**config.mk**
```make
export PLATFORM = sky130hd
export DESIGN_NAME = tdm_mux8_tx
export DESIGN_NICKNAME = d
export VERILOG_FILES = /design/src/rtl/tdm_mux8_pkg.sv /design/src/rtl/tdm_sel_enc.sv /design/src/rtl/tdm_mux8_tx.sv
export SDC_FILE = /design/constraint.sdc
export NUM_CORES = 1
export LEC_CHECK = 0
export ABC_AREA = 1
export BUFFER_PORTS_ARGS = -buffer_cell sky130_fd_sc_hd__buf_4
export CORE_MARGIN = 2
export CORE_UTILIZATION = 51
export CTS_CLUSTER_SIZE = 16
export DETAILED_ROUTE_END_ITERATION = 10
export PLACE_DENSITY_LB_ADDON = 0.1
export SLEW_MARGIN = 20
export SYNTH_ARGS = -nofsm -noshare
export SYNTH_HDL_FRONTEND = slang
export SYNTH_SLANG_ARGS = --single-unit
```
**constraint.sdc**
```tcl
create_clock -name clk -period 1.6 [get_ports clk]
set_input_delay 0.32 -clock clk [delete_from_list [all_inputs] [get_ports clk]]
set_output_delay 0.32 -clock clk [all_outputs]
set_load 0.01 [all_outputs]
```
**src/rtl/tdm_mux8_pkg.sv**
```systemverilog
// tdm_mux8_pkg: shared constants, FSM state type and the channel-to-select map
// for the 8-channel TDM transmit link and its demux-side receiver.
package tdm_mux8_pkg;

    localparam int N_CH  = 8;
    localparam int SEL_W = 3;

    typedef enum logic {
        IDLE,
        SEND
    } state_t;

    // The demux routes a bit to lane 4*s[2] + 2*s[0] + s[1], so the two low
    // channel bits are swapped on the way out.
    function automatic logic [SEL_W-1:0] chan_to_sel(input logic [SEL_W-1:0] cnt);
        return {cnt[2], cnt[0], cnt[1]};
    endfunction

endpackage

```
**src/rtl/tdm_sel_enc.sv**
```systemverilog
// tdm_sel_enc: combinational channel index to demux select encoder.
//   chan : channel index 0..7
//   sel  : demux select for that channel
module tdm_sel_enc
    import tdm_mux8_pkg::*;
(
    input  logic [SEL_W-1:0] chan,
    output logic [SEL_W-1:0] sel
);

    always_comb sel = chan_to_sel(chan);

endmodule

```
**src/rtl/tdm_mux8_tx.sv**
```systemverilog
// tdm_mux8_tx: accepts one 8-bit word per frame over valid/ready and sends it
// one channel per clock as a data bit plus demux select.
//   clk, rst         : clock, asynchronous active-high reset
//   flush            : synchronous abort of the current frame
//   par_data/valid   : producer word and its valid
//   par_ready        : word can be accepted this cycle
//   in, s            : serial bit and demux select of the current beat
//   ser_valid        : in/s carry a beat
//   frame_last       : current beat is channel 7
//   busy             : frame in progress
module tdm_mux8_tx
    import tdm_mux8_pkg::*;
(
    input  logic             clk,
    input  logic             rst,
    input  logic             flush,
    input  logic [N_CH-1:0]  par_data,
    input  logic             par_valid,
    output logic             par_ready,
    output logic             in,
    output logic [SEL_W-1:0] s,
    output logic             ser_valid,
    output logic             frame_last,
    output logic             busy
);

    state_t            state;
    logic [SEL_W-1:0]  cnt;
    logic [N_CH-1:0]   shreg;
    logic [SEL_W-1:0]  cnt_nx;
    logic [SEL_W-1:0]  sel_nx;
    logic              accept;

    // Ready in IDLE and on the last beat so frames can run back to back;
    // flush blocks acceptance in the cycle it is asserted.
    always_comb par_ready = !rst && !flush && (state == IDLE || frame_last);
    always_comb accept    = par_valid && par_ready;
    always_comb cnt_nx    = accept ? '0 : cnt + 3'd1;

    tdm_sel_enc u_sel_enc (
        .chan (cnt_nx),
        .sel  (sel_nx)
    );

    // Outputs are registered: each branch loads the beat for cnt_nx so the
    // registered outputs always describe the channel held in cnt.
    always_ff @(posedge clk or posedge rst) begin
        if (rst) begin
            state      <= IDLE;
            cnt        <= '0;
            shreg      <= '0;
            in         <= 1'b0;
            s          <= '0;
            ser_valid  <= 1'b0;
            frame_last <= 1'b0;
            busy       <= 1'b0;
        end else if (flush) begin
            state      <= IDLE;
            cnt        <= '0;
            ser_valid  <= 1'b0;
            frame_last <= 1'b0;
            busy       <= 1'b0;
        end else if (accept) begin
            state      <= SEND;
            cnt        <= cnt_nx;
            shreg      <= par_data;
            in         <= par_data[0];
            s          <= sel_nx;
            ser_valid  <= 1'b1;
            frame_last <= 1'b0;
            busy       <= 1'b1;
        end else if (state == SEND && cnt != 3'd7) begin
            cnt        <= cnt_nx;
            in         <= shreg[cnt_nx];
            s          <= sel_nx;
            frame_last <= (cnt_nx == 3'd7);
        end else if (state == SEND) begin
            state      <= IDLE;
            ser_valid  <= 1'b0;
            frame_last <= 1'b0;
            busy       <= 1'b0;
        end
    end

endmodule

```
=== Word level (Yosys, flattened, before mapping) ===
Index checks and enable logic that the tools add are counted.

* Bits in registers: 18
* Input port bits: 12
* Output and inout port bits: 8
* Word-level logic and storage cells: 48

* Add/sub/neg operators: 1
* Order comparisons: 1
* Equal/unequal tests: 3
* Mux-type cells: 20
* Bitwise logic cells: 2
* Reduce and logical (&&, ||, !) cells: 14

{| class="wikitable"
|+ Operators by type and width
! kind !! number
|-
| 3-bit 2-to-1 mux || 6
|-
| 1-bit 2-to-1 mux || 13
|-
| 3-bit != test, second input constant || 2
|-
| 2-bit AND reduction || 3
|-
| 3-bit nonzero test || 2
|-
| 1-bit logical AND || 4
|-
| 3-bit by 4-bit less-than comparator with 1-bit output, second input constant || 1
|-
| 4-bit nonzero test || 1
|-
| 3-bit by 1-bit adder with 3-bit output, second input constant || 1
|-
| 1-bit binary-select mux with 3-bit select || 1
|-
| 3-bit == test, second input constant || 1
|-
| 1-bit zero test || 2
|-
| 1-bit inverter || 2
|-
| 2-bit nonzero test || 1
|-
| 1-bit logical OR || 1
|}

=== Depth between registers and ports, before layout ===
* Word-level depth: 9
* Mapped depth: 12
* Gate-level depth less buffers: 12

=== By module ===
From an unflattened synthesis, not the netlist that was laid out.

* Cell total of the unflattened synthesis: 120
* Area total of the unflattened synthesis: 944.7 um2

{| class="wikitable"
|+ By module, submodules not included
! module !! instances !! cells an instance !! area each (um2) !! sequential area each (um2)
|-
| tdm_mux8_tx || 1 || 117 || 922.1 || 450.4
|-
| tdm_sel_enc || 1 || 3 || 22.5 || 0.0
|}

=== Worst setup path before layout ===
OpenSTA, ideal clock, no wires.

* Path kind: reg2reg
* Start: register cnt[0]
* End: register in
* Setup time: 113 ps
* Arrival time: 1302 ps
* Required time: 1487 ps
* Path slack: 185 ps
* Cell stages (with the launch flop): 11
* Buffers on the path: 0
* Period minus slack after synthesis: 1415 ps
* Cell sequence: dfrtp_1 ha_1 ha_1 nor2_1 nand2_1 nand2_2 nand2_1 inv_1 nand3_2 nand2_1 inv_1

* Cells in the longest elaborated chain, start to end: 6
* Elaborated cells between the ends (all ways): 10
* Classes of those cells: add/sub (1); eq/ne (1); mux (5); reduce/logical (3)

{| class="wikitable"
|+ Ends and longest elaborated chain
! element !! line !! source
|-
| start, declared || tdm_mux8_tx.sv:28 || <nowiki>logic [SEL_W-1:0] cnt;</nowiki>
|-
| start signal, assigned || tdm_mux8_tx.sv:65 || <nowiki>cnt <= cnt_nx;</nowiki>
|-
| start signal, assigned || tdm_mux8_tx.sv:73 || <nowiki>cnt <= cnt_nx;</nowiki>
|-
| 3-bit by 1-bit adder with 3-bit output || tdm_mux8_tx.sv:38 || <nowiki>always_comb cnt_nx = accept ? '0 : cnt + 3'd1;</nowiki>
|-
| 3-bit 2-to-1 mux || tdm_mux8_tx.sv:38 ||
|-
| 1-bit binary-select mux with 3-bit select || tdm_mux8_tx.sv:74 || <nowiki>in <= shreg[cnt_nx];</nowiki>
|-
| 1-bit 2-to-1 mux (not written as such) || tdm_mux8_tx.sv:74 ||
|-
| 1-bit 2-to-1 mux || tdm_mux8_tx.sv:72 || <nowiki>end else if (state == SEND && cnt != 3'd7) begin</nowiki>
|-
| 1-bit 2-to-1 mux || tdm_mux8_tx.sv:63 || <nowiki>end else if (accept) begin</nowiki>
|-
| end signal, assigned || tdm_mux8_tx.sv:67 || <nowiki>in <= par_data[0];</nowiki>
|-
| end signal, assigned || tdm_mux8_tx.sv:74 ||
|-
| end, declared || tdm_mux8_tx.sv:20 || <nowiki>output logic in,</nowiki>
|}

Several ways; a longest one is shown, not always the timed one. The select of a mux whose other input is x is not followed.
A chain may end at the register's enable or synchronous reset.

=== Final worst setup path ===
Same ends and word-level chain as after synthesis.

==> reports/results.ini <==
[run_status]
status=finished clean

[synthesis]
synthSimpleGateAreaFrac=0.319
synth_area_per_cell_um2=8.36
synth_edf_count=0
synth_top_family_by_area=simple AND/OR/NAND/NOR gates
synthAdderAreaFrac=0.0275
synth_common_cells=nand2_1, dfrtp_1, inv_1
synth_cell_types=24
ys_ff_latch=18
synth.most_common_cell=nand2_1
synth_nets=123
synth.area.mux_share=0
yosys_warnings=0
async_flop_share=1.00
synth_compound_area_frac=0.0591
yosys-top-cells-area=dfrtp_1, nand2_1, inv_1
synthesis.area_um2=911
syn_inst=109
synth_top_area_cell=dfrtp_1
synthXorXnorAreaFrac=0
synth.top_cell.area_share=0.495
seq_area_frac_synth=0.495
ys.flop_type=dfrtp_1

[worst_setup_path]
cp-start-kind=flop
worst_ep_required_time_ns=1.79
worst_setup_path_end_kind=flop
worst-path-max-fanout=7
worst_ep_arrival_time_ns=1.69
crit_type=flop to flop

[drt]
remaining_drc_errors=0
drtIter0Drc=7
post_drt_wl_per_cell_um=11.1
first_pass_iters=4
final_antenna_net_count=0
vias_per_cell=4.72
wl_um=1740
dr_total_vias=736

[timing]
rsz0062_at_grt=false
setup_violations=0
drv_slew=0
hold_viol_final=0
max_slew_margin=0.809
finalCritPeriodShare=0.938
worstMarginPinSlew_ns=0.283
tns_ns=0
final.setup_skew_ns=0.00620
min_period_ns=1.50
setup_ws_ns=0.0993
timing.fmax_mhz=666

[floorplanning]
die_y_um=46.3
die_area_mm2=0.00214
rows=15
initial_utilization=0.533
num_io_pins=20
die_w_um=46.3
fp.coreArea_mm2=0.00171

[clocking]
clock_sinks=18
htreeDepth=1
cts_root_buffer=clkbuf_4
cts_tree=done
postCtsHoldBufs=0
clkSlewWorstSetupHoldPaths_ns=0.10
cts_buffers=3
cts-resized-gates=0
clk_latency_ns=0.29
cts_setup_buffers=0
clock_path_buffers=2

[pwr]
ir_worst_vdd_uv=584
power.leakage_nw=0.617
cellPowerDensity_mw_per_mm2=965

[global_route]
grt_pass1_wl_um=2850
grt_pass1_vias=671
antenna_found_initial=0
grt-ovfl-total=0
grt_usage=0.194
grt_max_degree=19

[placement]
dpl_cell_area_mm2=0.00108
place_congestion=0.809
dp_worst_setup_slack_ns=0.0587
dp_hpwl_um=1300
io_buffer_count=19

[final_layout]
nNetsFinal=147
area_delta_synth_final_pct=22.0
drive_gt1_frac=0.313
fin_area_mm2=0.00111
multi_input_area_um2=374
fillers=148
insertedDiodeCount=0
seqCellArea_um2=450

[worst_hold_path]
min_path_type=input port to asynchronous set/reset pin

[run]
cap_violations=0

[stage by stage]
stage	util	std cells	hold slack (ns)	total power, W
finish	0.651	156	0.0359	0.00107
global route	0.651	156	0.0525	0.00115
CTS	0.648	156	0.0393	0.00109
detailed placement	0.634	153	0.369	0.000861
global placement	0.634	153	0.368	0.000852
floorplan	-	109	0.259	0.000754
[layout by cell type, fill, tap and decap left out]
cell type   n
buf_4      22
nand3_1     4
dfrtp_1    18
nand3_4     1
nand3b_1    1
and2_2      1
nand2_1    37
clkbuf_4    3
o21ai_0     5
nand4_1     1
inv_2       3
o21ai_1     1
nor2_2      2
nand2_2     4
o22ai_1     1
inv_1      15
o41ai_1     1
or2_0       1
or2_2       1
o2111ai_1   1
nor2_1      2
nand3_2     4
ha_1        2
[flip-flops by register name, summed over array words and instances (netlist names)]
signal	count
s	3
busy	1
in	1
state	1
cnt	3
shreg	8
frame_last	1
[final timing paths]
check | depth (start not counted) | slack (ns) | endpoint | start
max reg2reg | 10 | 0.1 | in$_DFFE_PP0P_ | cnt[0]$_DFFE_PP0P_
max | 10 | 0.1 | in$_DFFE_PP0P_ | cnt[0]$_DFFE_PP0P_
max in group asynchronous | 3 | 1.37 | shreg[0]$_DFFE_PP0P_ | rst
min in group clk | 3 | 0.21 | shreg[3]$_DFFE_PP0P_ | par_data[3]
min | 3 | 0.04 | busy$_DFFE_PP0P_ | rst
min reg2reg | 2 | 0.49 | shreg[2]$_DFFE_PP0P_ | shreg[2]$_DFFE_PP0P_
[layer usage]
metal,share of wire,vias to the layer above,track usage
li1,-,383,-
met1,0.43,333,0.222
met5,0,-,0
met3,0.031,4,0.0353
met2,0.51,16,0.331
met4,0.026,0,0.120
[final cells by class]
type / count / area share
multi-input combinational: 70 / 0.337
sequential: 18 / 0.405
inverter: 18 / 0.0608
clock buffer: 3 / 0.0203
timing repair buffer: 22 / 0.149
tap: 25 / 0.0282
[power by group]
| group | internal (W) | switching, W | total, W |
|---|---|---|---|
| registers | 0.000524 | 0.0000334 | 0.000557 |
| logic | 0.000133 | 0.000162 | 0.000295 |
| clock network | 0.0000877 | 0.000132 | 0.000220 |
| total | 0.000744 | 0.000328 | 0.00107 |
[critical path, cell delays in order, from the launching register on]
cell     delay (ns)
dfrtp_1        0.39
ha_1           0.20
ha_1           0.19
nor2_2         0.14
nand2_2        0.08
nand2_2        0.12
nand2_1        0.07
inv_1          0.06
nand3_2        0.06
nand2_1        0.05
inv_1          0.03
[cell families after synthesis]
| family | count (synthesis) |
|---|---|
| fa+ha+maj | 2 |
| buf+inv | 21 |
| simple gates | 59 |
| flops | 18 |
| compound gates | 9 |
No activity file was read; power rests on OpenSTA's default activity.
